`config.mk`:
```
export PLATFORM = sky130hd
export DESIGN_NAME = uart_tx_arbiter_flat
export DESIGN_NICKNAME = d
export VERILOG_FILES = /design/src/rtl/uart_tx_arbiter_if.sv /design/src/rtl/uart_tx_arbiter.sv /design/src/flat_wrapper.sv
export SDC_FILE = /design/constraint.sdc
export NUM_CORES = 1
export LEC_CHECK = 0
export CAP_MARGIN = 25
export CORE_MARGIN = 5
export CORE_UTILIZATION = 47
export DETAILED_ROUTE_END_ITERATION = 8
export PLACE_DENSITY = 0.76
export SYNTH_ARGS = -nofsm -noshare
export SYNTH_HDL_FRONTEND = slang
export SYNTH_SLANG_ARGS = --single-unit
```
`constraint.sdc`:
```
create_clock -name clk -period 3.1 [get_ports clk]
set_clock_uncertainty 0.2 [all_clocks]
set_input_delay 0.465 -clock clk [delete_from_list [all_inputs] [get_ports clk]]
set_output_delay 0.465 -clock clk [all_outputs]
set_load 0.005 [all_outputs]
```
`src/rtl/uart_tx_arbiter_if.sv`:
```
// Channel-side and UART-side signals of the UART TX arbiter.
// The arbiter connects through the slave modport; the source/sink
// environment uses the master modport.
interface uart_tx_arbiter_if #(
    parameter int N_CH  = 4,
    parameter int CNT_W = 16
);
    logic                  tx_full;
    logic [N_CH*8-1:0]     ch_data;
    logic [N_CH-1:0]       ch_en;
    logic                  mode;
    logic                  wr_uart;
    logic [7:0]            w_data;
    logic [CNT_W-1:0]      sent_cnt;

    modport master (
        output tx_full, ch_data, ch_en, mode,
        input  wr_uart, w_data, sent_cnt
    );

    modport slave (
        input  tx_full, ch_data, ch_en, mode,
        output wr_uart, w_data, sent_cnt
    );
endinterface

```
`src/rtl/uart_tx_arbiter.sv`:
```
// Round-robin arbiter feeding N_CH byte channels into one UART TX FIFO.
// Cyclic mode sends every enabled channel in turn; on-change mode sends a
// channel only when its payload differs from the last byte sent on it.
// Back-pressure holds the pointer on the eligible channel so none is skipped.
module uart_tx_arbiter #(
    parameter int N_CH       = 4,
    parameter int GAP_CYCLES = 0,
    parameter int CNT_W      = 16
) (
    input  logic                 clk,
    input  logic                 rst,
    uart_tx_arbiter_if.slave     bus
);
    localparam int PTR_W = (N_CH > 1) ? $clog2(N_CH) : 1;

    localparam logic [1:0] ST_SELECT = 2'd0;
    localparam logic [1:0] ST_WRITE  = 2'd1;
    localparam logic [1:0] ST_GAP    = 2'd2;

    localparam logic [7:0]       GAP_LOAD = 8'(GAP_CYCLES);
    localparam logic [PTR_W-1:0] PTR_LAST = PTR_W'(N_CH - 1);

    logic [1:0]          state_q,     state_d;
    logic [PTR_W-1:0]    ptr_q,       ptr_d;
    logic                wr_uart_q,   wr_uart_d;
    logic [7:0]          w_data_q,    w_data_d;
    logic [CNT_W-1:0]    sent_cnt_q,  sent_cnt_d;
    logic [N_CH*8-1:0]   last_sent_q, last_sent_d;
    logic [N_CH-1:0]     sent_vld_q,  sent_vld_d;
    logic [7:0]          gap_cnt_q,   gap_cnt_d;

    logic [7:0]          cur_byte_s;
    logic                eligible_s;

    // Pointer advance with wrap from the last channel back to channel 0.
    function automatic logic [PTR_W-1:0] ptr_next(input logic [PTR_W-1:0] p);
        if (p == PTR_LAST) begin
            return {PTR_W{1'b0}};
        end else begin
            return p + PTR_W'(1);
        end
    endfunction

    // Eligibility of the channel under the pointer, from live inputs.
    always_comb begin
        cur_byte_s = bus.ch_data[{ptr_q, 3'b000} +: 8];
        eligible_s = bus.ch_en[ptr_q] &&
                     (!bus.mode || !sent_vld_q[ptr_q] ||
                      (cur_byte_s != last_sent_q[{ptr_q, 3'b000} +: 8]));
    end

    // Next-state logic for the SELECT / WRITE / GAP sequencer.
    always_comb begin
        state_d     = state_q;
        ptr_d       = ptr_q;
        wr_uart_d   = 1'b0;
        w_data_d    = w_data_q;
        sent_cnt_d  = sent_cnt_q;
        last_sent_d = last_sent_q;
        sent_vld_d  = sent_vld_q;
        gap_cnt_d   = gap_cnt_q;

        case (state_q)
            ST_SELECT: begin
                if (eligible_s) begin
                    if (!bus.tx_full) begin
                        // Capture now so the strobe and byte appear together next cycle.
                        w_data_d  = cur_byte_s;
                        wr_uart_d = 1'b1;
                        state_d   = ST_WRITE;
                    end else begin
                        // FIFO full: stay on this channel until it drains.
                        state_d = ST_SELECT;
                    end
                end else begin
                    ptr_d = ptr_next(ptr_q);
                end
            end
            ST_WRITE: begin
                last_sent_d[{ptr_q, 3'b000} +: 8] = w_data_q;
                sent_vld_d[ptr_q]                 = 1'b1;
                sent_cnt_d                        = sent_cnt_q + CNT_W'(1);
                ptr_d                             = ptr_next(ptr_q);
                gap_cnt_d                         = GAP_LOAD;
                if (GAP_LOAD == 8'd0) begin
                    state_d = ST_SELECT;
                end else begin
                    state_d = ST_GAP;
                end
            end
            ST_GAP: begin
                gap_cnt_d = gap_cnt_q - 8'd1;
                if (gap_cnt_q <= 8'd1) begin
                    state_d = ST_SELECT;
                end else begin
                    state_d = ST_GAP;
                end
            end
            default: begin
                state_d = ST_SELECT;
            end
        endcase
    end

    // State registers with synchronous active-high reset.
    always_ff @(posedge clk) begin
        if (rst) begin
            state_q     <= ST_SELECT;
            ptr_q       <= {PTR_W{1'b0}};
            wr_uart_q   <= 1'b0;
            w_data_q    <= 8'h00;
            sent_cnt_q  <= {CNT_W{1'b0}};
            last_sent_q <= {(N_CH*8){1'b0}};
            sent_vld_q  <= {N_CH{1'b0}};
            gap_cnt_q   <= 8'd0;
        end else begin
            state_q     <= state_d;
            ptr_q       <= ptr_d;
            wr_uart_q   <= wr_uart_d;
            w_data_q    <= w_data_d;
            sent_cnt_q  <= sent_cnt_d;
            last_sent_q <= last_sent_d;
            sent_vld_q  <= sent_vld_d;
            gap_cnt_q   <= gap_cnt_d;
        end
    end

    assign bus.wr_uart  = wr_uart_q;
    assign bus.w_data   = w_data_q;
    assign bus.sent_cnt = sent_cnt_q;
endmodule

```
`src/flat_wrapper.sv`:
```
// flat-port wrapper written by rule: the top's interface ports become plain ports
module uart_tx_arbiter_flat 
#(
    parameter int N_CH       = 4,
    parameter int GAP_CYCLES = 0,
    parameter int CNT_W      = 16
)
  (clk, rst, bus_tx_full, bus_ch_data, bus_ch_en, bus_mode, bus_wr_uart, bus_w_data, bus_sent_cnt);
  uart_tx_arbiter_if #(.N_CH(N_CH), .CNT_W(CNT_W)) bus_i ();
  input  logic clk;
  input  logic rst;
  input wire logic [$bits(bus_i.tx_full)-1:0] bus_tx_full;
  input wire logic [$bits(bus_i.ch_data)-1:0] bus_ch_data;
  input wire logic [$bits(bus_i.ch_en)-1:0] bus_ch_en;
  input wire logic [$bits(bus_i.mode)-1:0] bus_mode;
  output wire logic [$bits(bus_i.wr_uart)-1:0] bus_wr_uart;
  output wire logic [$bits(bus_i.w_data)-1:0] bus_w_data;
  output wire logic [$bits(bus_i.sent_cnt)-1:0] bus_sent_cnt;
  assign bus_i.tx_full = bus_tx_full;
  assign bus_i.ch_data = bus_ch_data;
  assign bus_i.ch_en = bus_ch_en;
  assign bus_i.mode = bus_mode;
  assign bus_wr_uart = bus_i.wr_uart;
  assign bus_w_data = bus_i.w_data;
  assign bus_sent_cnt = bus_i.sent_cnt;
  uart_tx_arbiter #(.N_CH(N_CH), .GAP_CYCLES(GAP_CYCLES), .CNT_W(CNT_W)) u_core (.clk(clk), .rst(rst), .bus(bus_i));
endmodule
```
* Word level (Yosys, flattened, before mapping)
Cells that the tools add are included.
** Cells by class
- Add/sub/neg operators :: 4
- Shifts and indexed selects :: 4
- Bitwise operators :: 4
- Reduce and logical (&&, ||, !) cells :: 12
- $lt $le $gt $ge :: 3
- Div/mod/pow operators :: 0
- Muxes and demuxes :: 16
- Eq/ne operators :: 6
- Multipliers :: 0
** Operators by type and width (number)
- $shiftx 32x6->8 :: 2
- $bwmux 32 :: 1
- $shift 8x7->32 const A :: 1
- $shiftx 8x7->32 :: 1
- $add 16x1->16 const B :: 1
- $pmux 8 s2 :: 1
- $le 8x1->1 const B :: 1
- $mux 2 :: 4
- $ne 8x8->1 :: 1
- $pmux 2 s2 :: 2
- $sub 8x1->8 const B :: 1
- $neg 5->7 :: 1
- $mux 1 :: 5
- $bmux 1 s2 :: 2
- $eq 2x2->1 const B :: 2
- $or 4x4->4 :: 1
- $reduce_bool 2->1 :: 2
- $lt 2x3->1 const B :: 1
- $not 1->1 :: 3
- $reduce_and 3->1 :: 1
- $reduce_or 3->1 :: 1
- $add 2x1->2 const B :: 1
- $demux 1 s2 :: 1
- $eq 2x1->1 const B :: 1
- 8 further kinds :: 11
** Storage, ports and cells
- Bits in writable memories :: 0
- Output and inout bits :: 25
- Bits in latches :: 0
- Register bits after elaboration :: 73
- Memories kept :: 0
- Word-level logic and storage cells :: 57
- Bits in read-only memories :: 0
- Input port bits :: 40

* Depth between registers and ports, before layout
Gate-level depths: netlist of run 1.
- Word-level depth :: 8
- Mapped depth :: 9
- Mapped depth without buffers :: 8

* Least setup slack after synthesis of run 1
OpenSTA, ideal clock, no wires.
- Path kind :: register to register
- Start :: register u_core.ptr_q[1]
- End :: register u_core.ptr_q[0]
- Period minus slack after synthesis :: 2929 ps
- Path slack :: 171 ps
- Stages on the path, launching flop included :: 8
- Buffers on the path :: 1
- Arrival :: 2608 ps
- Path through :: dfxtp_1 > buf_1 > mux4_1 > xor2_1 > or4_4 > o31ai_4 > mux2i_2 > mux2_4
** Between the ends
- Cells in the longest elaborated chain, start to end :: 8
- Elaborated cells between the ends (all ways) :: 17
- Those cells by class :: eq/ne (3); shift (2); mux (7); reduce/logical (5)
** Ends and longest elaborated chain
- start: declaration :: line uart_tx_arbiter.sv:24 : logic [PTR_W-1:0] ptr_q, ptr_d;
- start signal: assignment :: line uart_tx_arbiter.sv:109 : ptr_q <= {PTR_W{1'b0}};
- start signal: assignment :: line uart_tx_arbiter.sv:118 : ptr_q <= ptr_d;
- branches (longest 8 deep; another with $shiftx 32x6->8)
Several ways; the timed one is not identified. The select of a mux whose other input is x is not followed.
A chain may end at the register's enable or synchronous reset.

* Final worst setup path of run 1
- Start :: register u_core.ptr_q[0]
- End :: register u_core.w_data_q[0] (netlist: u_core.bus.w_data[0])
** Between the ends
- Cells in the longest elaborated chain, start to end :: 7
- Elaborated cells between the ends (all ways) :: 12
- Those cells by class :: eq/ne (1); shift (2); mux (4); reduce/logical (5)
** Ends and longest elaborated chain
- branches (longest 7 deep; another with $shiftx 32x6->8)
- end signal: assignment :: line uart_tx_arbiter.sv:120 : w_data_q <= w_data_d;
- end: declaration :: line uart_tx_arbiter.sv:26 : logic [7:0] w_data_q, w_data_d;
Several ways; the timed one is not identified. The select of a mux whose other input is x is not followed.

==> run summary, run 1 <==
The buffers inserted during post-CTS setup optimization is 0. The count of nets left with antenna violations after detail routing came out at 0. In this run, synthesis produced a sequential element count of 73. The finished cells cover 4450 um2.

The count of different cell masters after synthesis came out at 38. The initial utilization of the core area, before any placement, comes to 0.479. The post-synthesis area per instance came out at 10.4 um2. The average wire length per cell after detail routing came out at 15.8 um. The worst register-to-register path has a depth of 8. The flop-to-flop setup slack is 0.12 ns. The global-route wire length before repair came out at 13400 um. The final period demand of the worst path is 2.98 ns. In the routed layout, each cell is associated on average with a via count of 5.42. The repair_antennas step left the layout with diodes totalling 0. The total placed cells including tap cells came out at 498. After clock tree synthesis, the flow added hold-fix buffers numbering 0. The share of post-route cells with drive strength above 1 came out at 0.113.

The area added between synthesis and finish is 29.4%. The clock insertion delay at the later pin of the skew report is 0.35 ns. The area of the placeable core is 7180 um2.

In this run the most critical hold path is launched from u_core.sent_vld_q[0]$_SDFFE_PP0P_. The arrival time at the worst endpoint is 2.98 ns. The internal power contribution is 1.88 mW. The highest ir drop seen on vdd is 0.323 mV.

For the worst setup path, the data required time is 3.10 ns. The die span in y came out at 95.5 um. The total global routing track utilization is 0.193. The net count of the mapped netlist came out at 385. The final cycle utilization of the critical path came out at 0.961. The number of non-filler instances in the completed layout came out at 514. The tree is rooted in a sky130_fd_sc_hd__clkbuf_8. The endpoint identified for the worst register-to-register timing path is u_core.bus.w_data[0]$_SDFFE_PP0P_. Setup violations remaining at the end of the flow were counted as 0. The overall routed net length came out at 8120 um.

The flow ran to the end, and the final reports show no timing, DRC or antenna violations. The peak fanout along the critical path came out at 11. The part of the total power dissipated in sequential elements is 0.394. Summed over all nets, the switching power comes to 0.934 mW.

The timing-limited maximum frequency came out at 0.336 GHz. The number of warning messages in the yosys log is 0. The count of buffers from port buffering is 64. The leading register cell type out of synthesis is sky130_fd_sc_hd__dfxtp_1.

The placer congestion estimate came out at 0.772. Summed over all nets, the half-perimeter wirelength after detailed placement is 5900 um. Synthesis produced a netlist whose cell count is 331.

The number of buffers inserted during clock tree synthesis came out at 9. In the final timing run, aggregate negative setup slack is 0 ns. After clock tree synthesis, the repair step resized 0 gates. Clock-pin slew was measured on the worst setup and hold paths at 0.07 ns. Tracing the worst setup path back leads to its startpoint at u_core.ptr_q[0]$_SDFFE_PP0P_. The kind of end point of the critical path is a flip-flop.

Setup repair after global routing left no endpoint under its margin. The net count of the finished layout is 464. The slew at the pin closest to its max-slew limit is 0.744 ns. In this run the worst setup path terminates at u_core.bus.w_data[0]$_SDFFE_PP0P_. After detailed routing, the number of remaining DRC violations is 0. The initial antenna violation count came to 0. The first-iteration detailed-routing DRC count came out at 149. The synthesized area came out at 3430 um2. The floorplan has 31 rows. The number of levels in the clock H-tree came out at 3.

The path class of the tightest hold or removal check is flip-flop to flip-flop. The share of total power dissipated in the clock network is 0.237. TritonCTS built the clock tree. The type of the worst setup path is flip-flop to flip-flop. STA classifies the critical path startpoint as a flip-flop.

The switching portion of total power came out at 0.332. The power density of the placed cells came out at 633 nW/um2. The via count of the first global-routing pass is 2739. The largest net degree at the start of global routing came out at 43.

The worst hold slack after final layout is 0.276 ns. The I/O pin count came out at 65. For this run, the register share of the synthesized area comes to 0.426. The final hold violation count is 0. The length of the first detailed-routing pass in iterations is 5.

The total overflow reported by the global router is 0. The die covers 9120 um2. The combinational power share came out at 0.368. The tightest slew margin relative to the limit is 0.504. The proportion of register bits with asynchronous set or reset after synthesis is 0. The number of synthesized flops with an enable pin came out at 0. The detailed-route via count came out at 2785. After detailed placement, the total cell area comes to 4280 um2. The number of max-capacitance violations reported is 0. The leakage dissipation is 1.65 nW. The clock tree buffer depth came out at 2.

The number of clock sinks came out at 73. The worst register-to-register path begins at u_core.ptr_q[0]$_SDFFE_PP0P_. In this run the horizontal extent of the chip is 95.5 um.

The number of pins with negative max-slew slack in the final report is 0.
## cells by family after synthesis
kind of cell | share of synthesized area
flops | 0.426
fa+ha+maj | 0.0510
xor+xnor | 0.0765
mux | 0.165
buf+inv | 0.0281
simple gates | 0.157
compound gates | 0.0962
## per-stage QoR
| step | util | power, mW | setup WS [ns] |
|---|---|---|---|
| 6_report | 0.620 | 2.81 | 0.121 |
| 5_1_grt | 0.620 | 2.98 | 0.00466 |
| 4_1_cts | 0.620 | 2.84 | 0.113 |
| 3_5_place_dp | 0.596 | 2.17 | -0.172 |
| 3_3_place_gp | 0.596 | 2.14 | -0.0856 |
| 2_1_floorplan | - | 1.79 | 0.171 |
## power groups by stage
| stage | Clock [mW] | Sequential [mW] | Combinational (mW) |
|---|---|---|---|
| 2_1_floorplan | 0 | 1.12 | 0.672 |
| 3_3_place_gp | 0 | 1.13 | 1.01 |
| 3_5_place_dp | 0 | 1.13 | 1.04 |
| 4_1_cts | 0.687 | 1.11 | 1.04 |
| 5_1_grt | 0.732 | 1.12 | 1.13 |
| 6_report | 0.668 | 1.11 | 1.04 |
## cell usage in the layout (no fill, tap or decap), drive strengths merged
| cell type | count |
|---|---|
| nor3 | 3 |
| ha | 14 |
| and4 | 3 |
| buf | 19 |
| xor2 | 16 |
| nand4 | 5 |
| clkdlybuf4s50 | 63 |
| a31oi | 1 |
| or4 | 1 |
| a22oi | 32 |
| xnor2 | 14 |
| mux2 | 1 |
| mux2i | 11 |
| o31ai | 1 |
| clkbuf | 13 |
| nand3 | 3 |
| nor2 | 75 |
| nor4bb | 1 |
| a221oi | 1 |
| a21oi | 4 |
| inv | 8 |
| clkinv | 3 |
| nor4 | 2 |
| nand2 | 15 |
| nand2b | 2 |
| and3b | 1 |
| o21ba | 1 |
| o31a | 1 |
| a21o | 1 |
| a211oi | 1 |
| and3 | 3 |
| nor4b | 4 |
| dfxtp | 73 |
| nor2b | 1 |
| mux4 | 18 |
## state kept, by name (all words and copies together) (netlist names)
register,cells
u_core.bus.sent_cnt,16
u_core.bus.w_data,8
u_core.bus.wr_uart,1
u_core.gap_cnt_q,8
u_core.last_sent_q,32
u_core.ptr_q,2
u_core.sent_vld_q,4
u_core.state_q,2
## worst max-delay path, cell delays in order, from the launching register on
cell	delay, ns
sky130_fd_sc_hd__dfxtp_1	0.36
sky130_fd_sc_hd__buf_12	0.16
sky130_fd_sc_hd__mux4_1	0.61
sky130_fd_sc_hd__xor2_1	0.19
sky130_fd_sc_hd__or4_4	0.53
sky130_fd_sc_hd__o31a_1	0.34
sky130_fd_sc_hd__buf_4	0.17
sky130_fd_sc_hd__mux2i_1	0.18
sky130_fd_sc_hd__nor2_1	0.06
## layer usage
layer  GRT usage  vias to the layer above  wire length [um]
met5           0                        -                 0
li1            -                     1341                 -
met1       0.237                     1339              3390
met3      0.0537                       19               514
met2       0.320                       86              4040
met4      0.0758                        0               184
## Yosys cell counts (8+ instances only)
cell type,number,area (um2)
sky130_fd_sc_hd__nand2_1,15,56.3
sky130_fd_sc_hd__ha_1,14,175
sky130_fd_sc_hd__xor2_1,16,140
sky130_fd_sc_hd__inv_1,8,30.0
sky130_fd_sc_hd__a22oi_1,32,240
sky130_fd_sc_hd__mux4_2,9,203
sky130_fd_sc_hd__clkbuf_1,8,30.0
sky130_fd_sc_hd__xnor2_1,14,123
sky130_fd_sc_hd__mux2i_1,10,100
sky130_fd_sc_hd__dfxtp_1,73,1460
sky130_fd_sc_hd__nor2_1,75,282
sky130_fd_sc_hd__mux4_1,9,236
## final cells by class
| class | count | area (um2) |
|---|---|---|
| Fill cell | 596 | 2730 |
| Clock inverter | 3 | 15.0 |
| Clock buffer | 13 | 159 |
| Timing Repair Buffer | 82 | 783 |
| Sequential cell | 73 | 1460 |
| Tap cell | 99 | 124 |
| Multi-Input combinational cell | 236 | 1870 |
| Inverter | 8 | 30.0 |
## worst min-delay path by stage
stage,to,slack (ns),cells past startpoint
floorplan,u_core.sent_vld_q[1]$_SDFFE_PP0P_,0.23,2
global placement,u_core.sent_vld_q[1]$_SDFFE_PP0P_,0.25,2
detailed placement,u_core.sent_vld_q[0]$_SDFFE_PP0P_,0.26,2
CTS,u_core.sent_vld_q[0]$_SDFFE_PP0P_,0.28,2
global route,u_core.gap_cnt_q[1]$_SDFFE_PP0P_,0.32,2
finish,u_core.sent_vld_q[0]$_SDFFE_PP0P_,0.28,2
No activity file was read; power rests on OpenSTA's default activity.
==> inputs of run 2 (changes only) <==
--- a/config.mk
+++ b/config.mk
@@ -8,6 +8,7 @@
 export CAP_MARGIN = 25
 export CORE_MARGIN = 5
 export CORE_UTILIZATION = 47
+export CTS_CLUSTER_DIAMETER = 50
 export DETAILED_ROUTE_END_ITERATION = 8
 export PLACE_DENSITY = 0.76
 export SYNTH_ARGS = -nofsm -noshare
==> results of run 2 <==
The final DEF is identical to that of run 1; final timing and power are the same.
